[src/rtl/layer2_argmax.sv]
// layer2_argmax: sequential argmax over one vector of N_CLASSES ReLU'd
// single-precision node outputs. A vector is captured on a valid/ready
// handshake and scanned one element per clock, keeping the first strictly
// largest value. The result is held until the consumer takes it.
//
// Elements with the sign bit set are treated as +0. All other patterns are
// non-negative floats, so they are ordered as plain 32-bit unsigned integers
// and no float unit is needed. Inf/NaN patterns compare by their raw bits.
//
// Optional build macro ARGMAX_NOFIRE_EN adds a no_fire output. When the
// maximum is zero, no_fire is 1 and class_idx reports the "unclassified"
// bin N_CLASSES-1. When the macro is undefined, there is no no_fire port and
// an all-zero vector reports class_idx 0.
module layer2_argmax #(
   parameter int N_CLASSES = 5,
   parameter int IDX_W     = 3
) (
   input  logic                      clk,
   input  logic                      rst_n,
   input  logic [32*N_CLASSES-1:0]   in_vec,
   input  logic                      in_valid,
   output logic                      in_ready,
   output logic [IDX_W-1:0]          class_idx,
   output logic [31:0]               max_val,
   output logic                      out_valid,
   input  logic                      out_ready
`ifdef ARGMAX_NOFIRE_EN
   ,
   output logic                      no_fire
`endif
);

   localparam logic [1:0] IDLE = 2'd0;
   localparam logic [1:0] SCAN = 2'd1;
   localparam logic [1:0] DONE = 2'd2;

   localparam logic [IDX_W-1:0] LAST_IDX = IDX_W'(N_CLASSES - 1);
   localparam logic [IDX_W-1:0] ONE_IDX  = IDX_W'(1);

   logic [1:0]               state;
   logic [32*N_CLASSES-1:0]  vec_q;
   logic [IDX_W-1:0]         scan_idx;
   logic [IDX_W-1:0]         best_idx;
   logic [31:0]              best_val;
   logic [31:0]              cur_el;
   logic [31:0]              cur_san;
   logic                     take;
   logic                     accept;
   logic                     zero_max;

   function automatic logic [31:0] sanitise(input logic [31:0] v);
      return v[31] ? '0 : v;
   endfunction

   // Ready only in IDLE and never while reset is asserted.
   always_comb begin
      in_ready = rst_n && (state == IDLE);
      accept   = in_valid && in_ready;
   end

   // Select the element under the scan pointer from the captured vector.
   always_comb begin
      cur_el = '0;
      for (int unsigned k = 0; k < N_CLASSES; k++) begin
         if (scan_idx == IDX_W'(k)) cur_el = vec_q[32*k +: 32];
      end
      cur_san = sanitise(cur_el);
      take    = cur_san > best_val;
   end

   // Capture, scan and hold FSM.
   always_ff @(posedge clk or negedge rst_n) begin
      if (!rst_n) begin
         state    <= IDLE;
         vec_q    <= '0;
         scan_idx <= '0;
         best_idx <= '0;
         best_val <= '0;
      end else begin
         case (state)
            IDLE: begin
               if (accept) begin
                  vec_q    <= in_vec;
                  best_val <= sanitise(in_vec[31:0]);
                  best_idx <= '0;
                  scan_idx <= ONE_IDX;
                  state    <= SCAN;
               end
            end
            SCAN: begin
               if (take) begin
                  best_val <= cur_san;
                  best_idx <= scan_idx;
               end
               if (scan_idx == LAST_IDX) begin
                  scan_idx <= '0;
                  state    <= DONE;
               end else begin
                  scan_idx <= scan_idx + ONE_IDX;
               end
            end
            DONE: begin
               if (out_ready) state <= IDLE;
            end
            default: state <= IDLE;
         endcase
      end
   end

   // Result presentation; the result registers stay stable while DONE.
   always_comb begin
      out_valid = (state == DONE);
      max_val   = best_val;
      zero_max  = out_valid && (best_val == '0);
`ifdef ARGMAX_NOFIRE_EN
      no_fire   = zero_max;
      class_idx = zero_max ? LAST_IDX : best_idx;
`else
      class_idx = best_idx;
`endif
   end

`ifndef ARGMAX_NOFIRE_EN
   logic unused_ok;
   // Flag only has a consumer in the no-fire build.
   always_comb unused_ok = zero_max;
`endif

endmodule
[config.mk]
export PLATFORM = sky130hd
export DESIGN_NAME = layer2_argmax
export DESIGN_NICKNAME = d
export VERILOG_FILES = /design/src/rtl/layer2_argmax.sv
export SDC_FILE = /design/constraint.sdc
export NUM_CORES = 1
export LEC_CHECK = 0
export ABC_AREA = 0
export CAP_MARGIN = 20
export CORE_ASPECT_RATIO = 1.4
export CORE_MARGIN = 1.5
export CORE_UTILIZATION = 54
export CTS_BUF_LIST = sky130_fd_sc_hd__clkbuf_4
export DETAILED_ROUTE_END_ITERATION = 8
export PLACE_DENSITY = 0.87
export SETUP_SLACK_MARGIN = 0.02
export SLEW_MARGIN = 20
export SYNTH_ARGS = -nofsm -noshare
export SYNTH_HDL_FRONTEND = slang
export SYNTH_SLANG_ARGS = --single-unit
[constraint.sdc]
create_clock -name clk -period 4 [get_ports clk]
set_input_delay 1 -clock clk [delete_from_list [all_inputs] [get_ports clk]]
set_output_delay 1 -clock clk [all_outputs]
set_load 0.03 [all_outputs]
==> After elaboration in Yosys (flattened, before gate mapping) <==
Cells that the tools add are included.
{ "totals": {"regBits": 200, "in_bits": 164, "out_inout_bits": 37, "wordCells": 46} }
{ "op_classes": {"n_addsub": 1, "n_lt_le_gt_ge": 1, "n_eq_ne": 10, "muxes": 20, "n_reduce_logical": 9} }
{ "op_table": {"columns": ["cell", "n"], "rows": [
  ["2-to-1 mux 32 bit", 7],
  ["one-hot mux 32 bit (2 select lines)", 1],
  ["2-to-1 mux 31 bit", 2],
  ["greater-than comparator 31 x 32 -> 1 bit", 1],
  ["2-to-1 mux 3 bit", 4],
  ["one-hot mux 3 bit (2 select lines)", 2],
  ["== test 3 x 2 -> 1 bit, second input constant", 2],
  ["2-to-1 mux 2 bit", 3],
  ["!= test 2 bit, second input constant", 3],
  ["one-hot mux 2 bit (3 select lines)", 1],
  ["AND reduction 3 bit", 2],
  ["AND reduction 2 bit", 2],
  ["adder 3 x 1 -> 3 bit, second input constant", 1],
  ["== test 3 x 1 -> 1 bit, second input constant", 1],
  ["== test 3 bit, second input constant", 1],
  ["logical NOT 3 bit", 1],
  ["== test 2 x 1 -> 1 bit, second input constant", 1],
  ["== test 2 bit, second input constant", 1],
  ["logical AND 1 bit", 2],
  ["logical NOT 2 bit", 1],
  ["!= test 2 x 1 -> 1 bit, second input constant", 1],
  ["nonzero test 2 bit", 1]
]} }

==> Depth between registers and ports, before layout <==
Gate-level depths: netlist (run 1).
{ "depth": {"ltp_word": 10, "mapped_depth": 17, "mapped_depth_nobuf": 14} }

==> Worst setup path before layout (run 1) <==
Ideal clock, no wire load.
{ "synth_timing": {"path_kind": "register to register", "from": "register scan_idx[0]", "to": "register best_idx[0], in the netlist class_idx[0]", "setup_time_ns": 0.125, "arrival_time_ns": 3.175, "setup_slack_ns": 0.701, "stages_incl_launch_ff": 17, "synth_period_minus_slack_ns": 3.299, "path_cell_list": "dfrtp_1 > ha_1 > ha_1 > buf_2 > nor2_1 > nand2_1 > clkbuf_1 > o221ai_1 > a21oi_1 > nor2_1 > ha_1 > a21oi_1 > o21a_1 > o211ai_1 > a221o_1 > o21ai_4 > mux2_2"} }
{ "synth_between": {"elab_chain_cells": 10} }
{ "synth_rtl": {"columns": ["item", "line_no", "rtl"], "rows": [
  ["from (decl)", "42", "logic [IDX_W-1:0] scan_idx;"],
  ["from (signal assigned)", "99", "scan_idx <= scan_idx + ONE_IDX;"],
  ["logical NOT 3 bit", "65", "if (scan_idx == IDX_W'(k)) cur_el = vec_q[32*k +: 32];"],
  ["2-to-1 mux 32 bit (5 in a row)", "65", null],
  ["2-to-1 mux 31 bit", "52", "return v[31] ? '0 : v;"],
  ["greater-than comparator 31 x 32 -> 1 bit", "68", "take = cur_san > best_val;"],
  ["!= test 2 bit (no source line)", null, null],
  ["AND reduction 3 bit (no source line)", null, null],
  ["to (signal assigned)", "93", "best_idx <= scan_idx;"],
  ["to (decl)", "43", "logic [IDX_W-1:0] best_idx;"]
]} }
Parallel ways exist; a longest one is shown, timed or not. The select of a mux whose other input is x is not followed.
A chain may end at the register's enable or synchronous reset.

==> Final worst setup path (run 1) <==
{ "layout_timing": {"from": "register scan_idx[0]", "to": "register best_idx[1], in the netlist class_idx[1]"} }
{ "layout_between": {"elab_chain_cells": 10} }
{ "layout_rtl": {"columns": ["item", "line_no"], "rows": [
  ["logical NOT 3 bit", "65"],
  ["2-to-1 mux 32 bit (4 in a row)", "65"],
  ["2-to-1 mux 32 bit *", "65"],
  ["2-to-1 mux 31 bit *", "52"],
  ["greater-than comparator 31 x 32 -> 1 bit *", "68"],
  ["!= test 2 bit (no source line) *", null],
  ["AND reduction 3 bit (no source line) *", null]
]} }
Mark *: on every way between the ends. The rest lies on a longest branch, timed or not.

==> metrics.txt, run 1 <==
status=complete, no violations; # fillers=1260; core area=18070 µm²; gr ovfl total=0; synth top area cells=dfrtp_1 (50%), mux2_2 (18%), ha_1 (4.5%); flops & latches, synth=199; sequential fraction of the synthesis area=0.4981; Syn Nets=1059; Area growth, synth to finish=26.49%; Worst Path Required=approximately 4.5 ns; startpoint types=flop; critical path capture point type=flop; hold buffers post-CTS=0; Min-Delay Path Class=primary input to async pin; Avg Cell Area, Syn=11.64 µm²; CP Class=flop to flop; total power per unit cell area=848.3 nW/µm²; worst slew pin tran=0.8725 ns; CTS tree=built; Top delay family on crit path=compound AO/OA/AOI/OAI gates; Post-DP HPWL=19270 µm; worst-path fanout max=17; IO Port Bufs=199; Clock Path Buffers=2; crit path time final=3.795 ns; total negative slack=0 ns; antenna viol nets, final=0; top_reg_cell synth=dfrtp_1; YS warnings=0; clock root buffer=clkbuf_4; die footprint=~19000 µm²; most numerous cell in the Yosys netlist=dfrtp_1; drt drc=0; WL/cell=20.71 µm; clk sinks=between 150 and 200; final WL=between 20000 and 30000 µm; Die Y=164 µm; H-tree depth=4; Setup Skew=0.02409 ns; crit path DAT=4.29 ns; Initial Util=0.5533; largest net degree at the start of global routing=94; Critical R2R Capture=class_idx[1]; fin. max-slew vios=0; Die W=118 µm; Routability Congestion=0.8911; 1st-iter DRT viols=642; fin crit share=0.9487; GRT Total Usage=0.2833; CTS clk-pin slew, worst paths=0.16 ns; hold_ws=0.2372 ns; crit path from=scan_idx[0]; CP Cell Sequence=inv_1, ha_1, nor2b_4, buf_4, nand2_1, o221ai_1, a21oi_1, nor2_1, ha_1, a21oi_1, o21ai_0, a221o_1, o21ai_4, buf_4, mux2_2; worst reg-to-reg path cell count=15; final hold vios=0; total number of vias=7755; FF-to-FF Start=scan_idx[0]; vias in the first global route=between 8000 and 9000; Clock Latency Late Sink=0.60 ns; Row Count=58; RSZ-0062 raised after global routing=false; CTS buffer count=17; post-synth top area share=0.4981; top cells by count, synth=dfrtp_1 (199), mux2_2 (163), nand2_1 (74); Max-Cap Viols=0; Worst path max stage delay=0.45 ns; Synth async-reset ratio=1.000; Critical path buffers and inverters=3; flop2flop setup slack=slightly above 0.2 ns; area leader, netlist=dfrtp_1; EDFF count, synth=0; synth unique cells=44; boundary pin count=201; first-pass GRT wire length=42330 µm; initial antenna violation count=1; Fmax achieved=263.5 MHz; Pleak=5.405 nW; Via density=roughly 6.0; peak supply drop=370.8 µV; Slew headroom=0.4170; mapped cell area=9998 µm²; share of cells above drive strength 1=0.2169; Mapped Cells=859; Slowest-stage cell, CP=dfrtp_1; # setup viols final=0; First-pass DRT Iterations=5; Nets=1240
stage by stage:
stage               utilization  instance area [µm²]  setup WS (ns)  power [mW]  cells
finish                   0.6999                12650         0.2053       10.73   1292
global route             0.6999                12650        0.01961       11.37   1292
CTS                      0.6973                12600        0.07981       10.64   1289
detailed placement       0.6789                12270        0.04972       9.405   1259
global placement         0.6789                12270         0.2194       9.154   1259
floorplan                     -                 9998         0.7007       7.559    859
where the power goes:
part	leakage (nW)	switching, mW	internal (mW)	total, mW
registers	2.36	0.655	3.03	3.69
logic	2.87	3.04	2.78	5.82
clock network	0.171	0.669	0.551	1.22
kinds of logic after synthesis:
logic type,share of synthesized area
buffers and inverters,0.04342
flip-flops,0.4981
multiplexers,0.2136
AND/OR/NAND/NOR,0.08272
adder cells (fa/ha/maj),0.04505
other,0.0003751
AO/OA/AOI/OAI,0.1168
layout by cell type (no fill, tap or decap), types with 2 or more instances in the layout:
master,count
clkdlybuf4s50_1,198
clkbuf_4,17
nand3_1,2
nor3b_1,32
inv_1,38
nand4_1,6
o21ai_0,7
dfrtp_1,199
inv_6,3
clkinv_1,3
bufinv_16,5
o221ai_1,30
buf_4,19
nor3_1,4
nor2_1,38
mux2_2,163
ha_1,34
a22oi_1,31
a2bb2oi_1,30
nand2_2,2
nand2b_1,4
mux2i_1,30
ha_2,2
a31oi_1,2
nand2_1,72
nor2b_1,3
buf_12,5
nor2b_4,2
a21oi_1,44
what timing repair did:
item                                    4_1_cts  5_1_grt
endpoints found under the hold margin         0        0
endpoints found under the setup margin       20       34
pin swaps                                     0        1
buffers inserted                              0        2
gates resized for setup                       2        7
sequential cells by signal, summed over array words and instances (netlist names):
name / flops
class_idx: 3
scan_idx: 3
vec_q: 160
max_val: 31
state: 2
worst max-delay path by stage:
stage	end	slack [ns]	cells past startpoint
floorplan	class_idx[0]	0.70	16
detailed placement	max_val[28]	0.05	16
CTS	max_val[20]	0.08	16
global placement	max_val[21]	0.22	16
global route	class_idx[0]	0.02	16
finish	class_idx[1]	0.21	15
layer usage:
metal  track usage  part of all wire  up-vias
met3       0.05417             0.057       94
met4        0.1652             0.053        0
met1        0.3342              0.38     3821
li1              -                 -     3479
met5             0                 0        -
met2        0.4856              0.51      361
final cells by class:
class / instances / area (µm²) / share of cell area
multi-input cells: 560 / 4644 / 0.3672
clock buffers: 17 / 127.6 / 0.01009
flip-flops and latches: 199 / 4980 / 0.3937
clock inverters: 13 / 200.2 / 0.01583
well taps: 240 / 300.3 / 0.02374
diodes: 1 / 2.502 / 0.0001979
inverters: 38 / 142.6 / 0.01128
repair buffers: 224 / 2250 / 0.1779
Power figures use the tool's default switching activity.
==> inputs of run 2 (changes only) <==
- CORE_UTILIZATION: 54 -> 61
- DONT_BUFFER_PORTS: unset -> 1
- PLACE_DENSITY: 0.87 -> 0.81
==> run 2 against run 1 <==
  * Hold slack worse by 0.16 ns
  * Final cell count is 17% lower
  * Final area is 16% lower
  * Sequential cell count stayed put
  * Largest cell class unchanged
  * Highest routed layer unchanged
==> metrics.txt, run 2 (synthesis results as in run 1) <==
status=complete, no violations; die footprint=17180 µm²; CTS tree=built; critical path capture point type=flop; hold buffers post-CTS=0; drt drc=0; Row Count=55; initial antenna violation count=2; clk sinks=199; largest net degree at the start of global routing=202; GRT Total Usage=0.2846; post-route cell area=about 11000 µm²; Worst Path Required=4.48 ns; 1st-iter DRT viols=roughly 460; boundary pin count=between 200 and 250; fin crit share=0.9577; IO Port Bufs=0; Nets=1055; fin. max-slew vios=0; # fillers=roughly 1300; antenna viol nets, final=0; total power per unit cell area=959.6 nW/µm²; CTS clk-pin slew, worst paths=0.16 ns; gr ovfl total=0; Routability Congestion=0.8620; Fmax achieved=261.0 MHz; Area growth, synth to finish=6.808%; share of cells above drive strength 1=0.2857; first-pass GRT wire length=between 30000 and 40000 µm; peak supply drop=446.3 µV; Max-Cap Viols=0; pre-CTS setup slack=-0.02900 ns; worst-path fanout max=8; Final Util=0.6632; hold_ws=0.08125 ns; Clock Path Buffers=2; M3 GR Usage=0.08660; final WL=around 25000 µm; crit path DAT=4.31 ns; Critical R2R Capture=class_idx[0]; startpoint types=flop; Via density=6.480; crit path time final=3.831 ns; Setup Skew=0.02024 ns; worst reg-to-reg path cell count=16; Placed Area=10230 µm²; worst slew pin tran=a little under 0.9 ns; # setup viols final=0; Clock Latency Late Sink=0.58 ns; CP Class=flop to flop; Die W=111.2 µm; Initial Util=0.6209; WL/cell=23.00 µm; Die Y=154.5 µm; total number of vias=slightly below 7000; Pleak=4.678 nW; H-tree depth=4; Min-Delay Path Class=primary input to async pin; number of flip-flops in the largest register=160; met1 Usage GRT=0.3239; most frequent cells in the layout=dfrtp_1 (199), mux2_2 (163), nand2_1 (73); commonest non-fill, non-tap cell in the layout=dfrtp_1; met2 Use GR=0.4826; vias in the first global route=7213; core area=16100 µm²; Slew headroom=0.4034; FF-to-FF Start=scan_idx[1]; final hold vios=0; PnR worst setup slack=0.1691 ns; flop2flop setup slack=0.17 ns; Biggest register=vec_q; CTS buffer count=17; First-pass DRT Iterations=5; Most Crowded Layer GR=met2; Post-DP HPWL=17730 µm; RSZ-0062 raised after global routing=false; clock root buffer=clkbuf_4
run 2: worst max path at each step:
stage / startpoint / endpoint / slack, ns / cells after the start
floorplan: scan_idx[0] / class_idx[0] / 0.70 / 16
global placement: scan_idx[1] / max_val[9] / 0.26 / 16
detailed placement: scan_idx[1] / max_val[10] / -0.03 / 16
CTS: scan_idx[1] / max_val[10] / 0.07 / 16
global route: scan_idx[2] / class_idx[0] / 0.02 / 17
finish: scan_idx[1] / class_idx[0] / 0.17 / 16
run 2: layout make-up:
cell class / count / area, µm² / share of cell area
Antenna cell: 2 / 5.005 / 0.0004687
Multi-Input combinational cell: 560 / 4651 / 0.4355
Timing Repair Buffer: 39 / 330.3 / 0.03093
Inverter: 38 / 142.6 / 0.01336
Clock buffer: 17 / 127.6 / 0.01195
Tap cell: 199 / 249.0 / 0.02332
Clock inverter: 15 / 193.9 / 0.01816
Sequential cell: 199 / 4980 / 0.4663
run 2: what timing repair did:
item / 4_1_cts / 5_1_grt
gates resized for setup: 1 / 4
endpoints found under the setup margin: 26 / 33
pin swaps: 0 / 3
hold endpoints to repair: 0 / 0
setup buffers: 0 / 14
run 2: report_power, final:
| group | switching, mW | leakage [nW] | total [mW] | internal [mW] |
|---|---|---|---|---|
| clock | 0.708 | 0.164 | 1.16 | 0.448 |
| sequential | 1.09 | 2.36 | 4.11 | 3.02 |
| combinational | 2.53 | 2.15 | 4.98 | 2.45 |
run 2: worst max-delay path, cell delays in order, from the launching register on:
cell       delay, ns
dfrtp_1         0.44
inv_1           0.15
ha_2            0.24
nor2b_4         0.23
buf_4           0.17
a221oi_1        0.07
a2111oi_0       0.49
a311o_1         0.28
nand2b_1        0.08
ha_1            0.27
nand2_1         0.05
nor3_1          0.27
a31oi_1         0.16
a2bb2oi_2       0.17
o21ai_4         0.14
buf_4           0.17
mux2_2          0.32
run 2: routing by layer:
| metal | vias to the layer above | share of wire |
|---|---|---|
| li1 | 3111 | - |
| met1 | 3444 | 0.37 |
| met2 | 299 | 0.52 |
| met3 | 73 | 0.074 |
| met4 | 0 | 0.041 |
| met5 | - | 0 |
run 2: metrics by stage:
stage          std cells  power, mW  setup TNS, ns
5_1_grt             1069      10.92              0
2_1_floorplan        859      7.559              0
4_1_cts             1053      10.09              0
6_report            1069      10.25              0
3_3_place_gp        1021      8.638              0
3_5_place_dp        1021      8.927       -0.04487
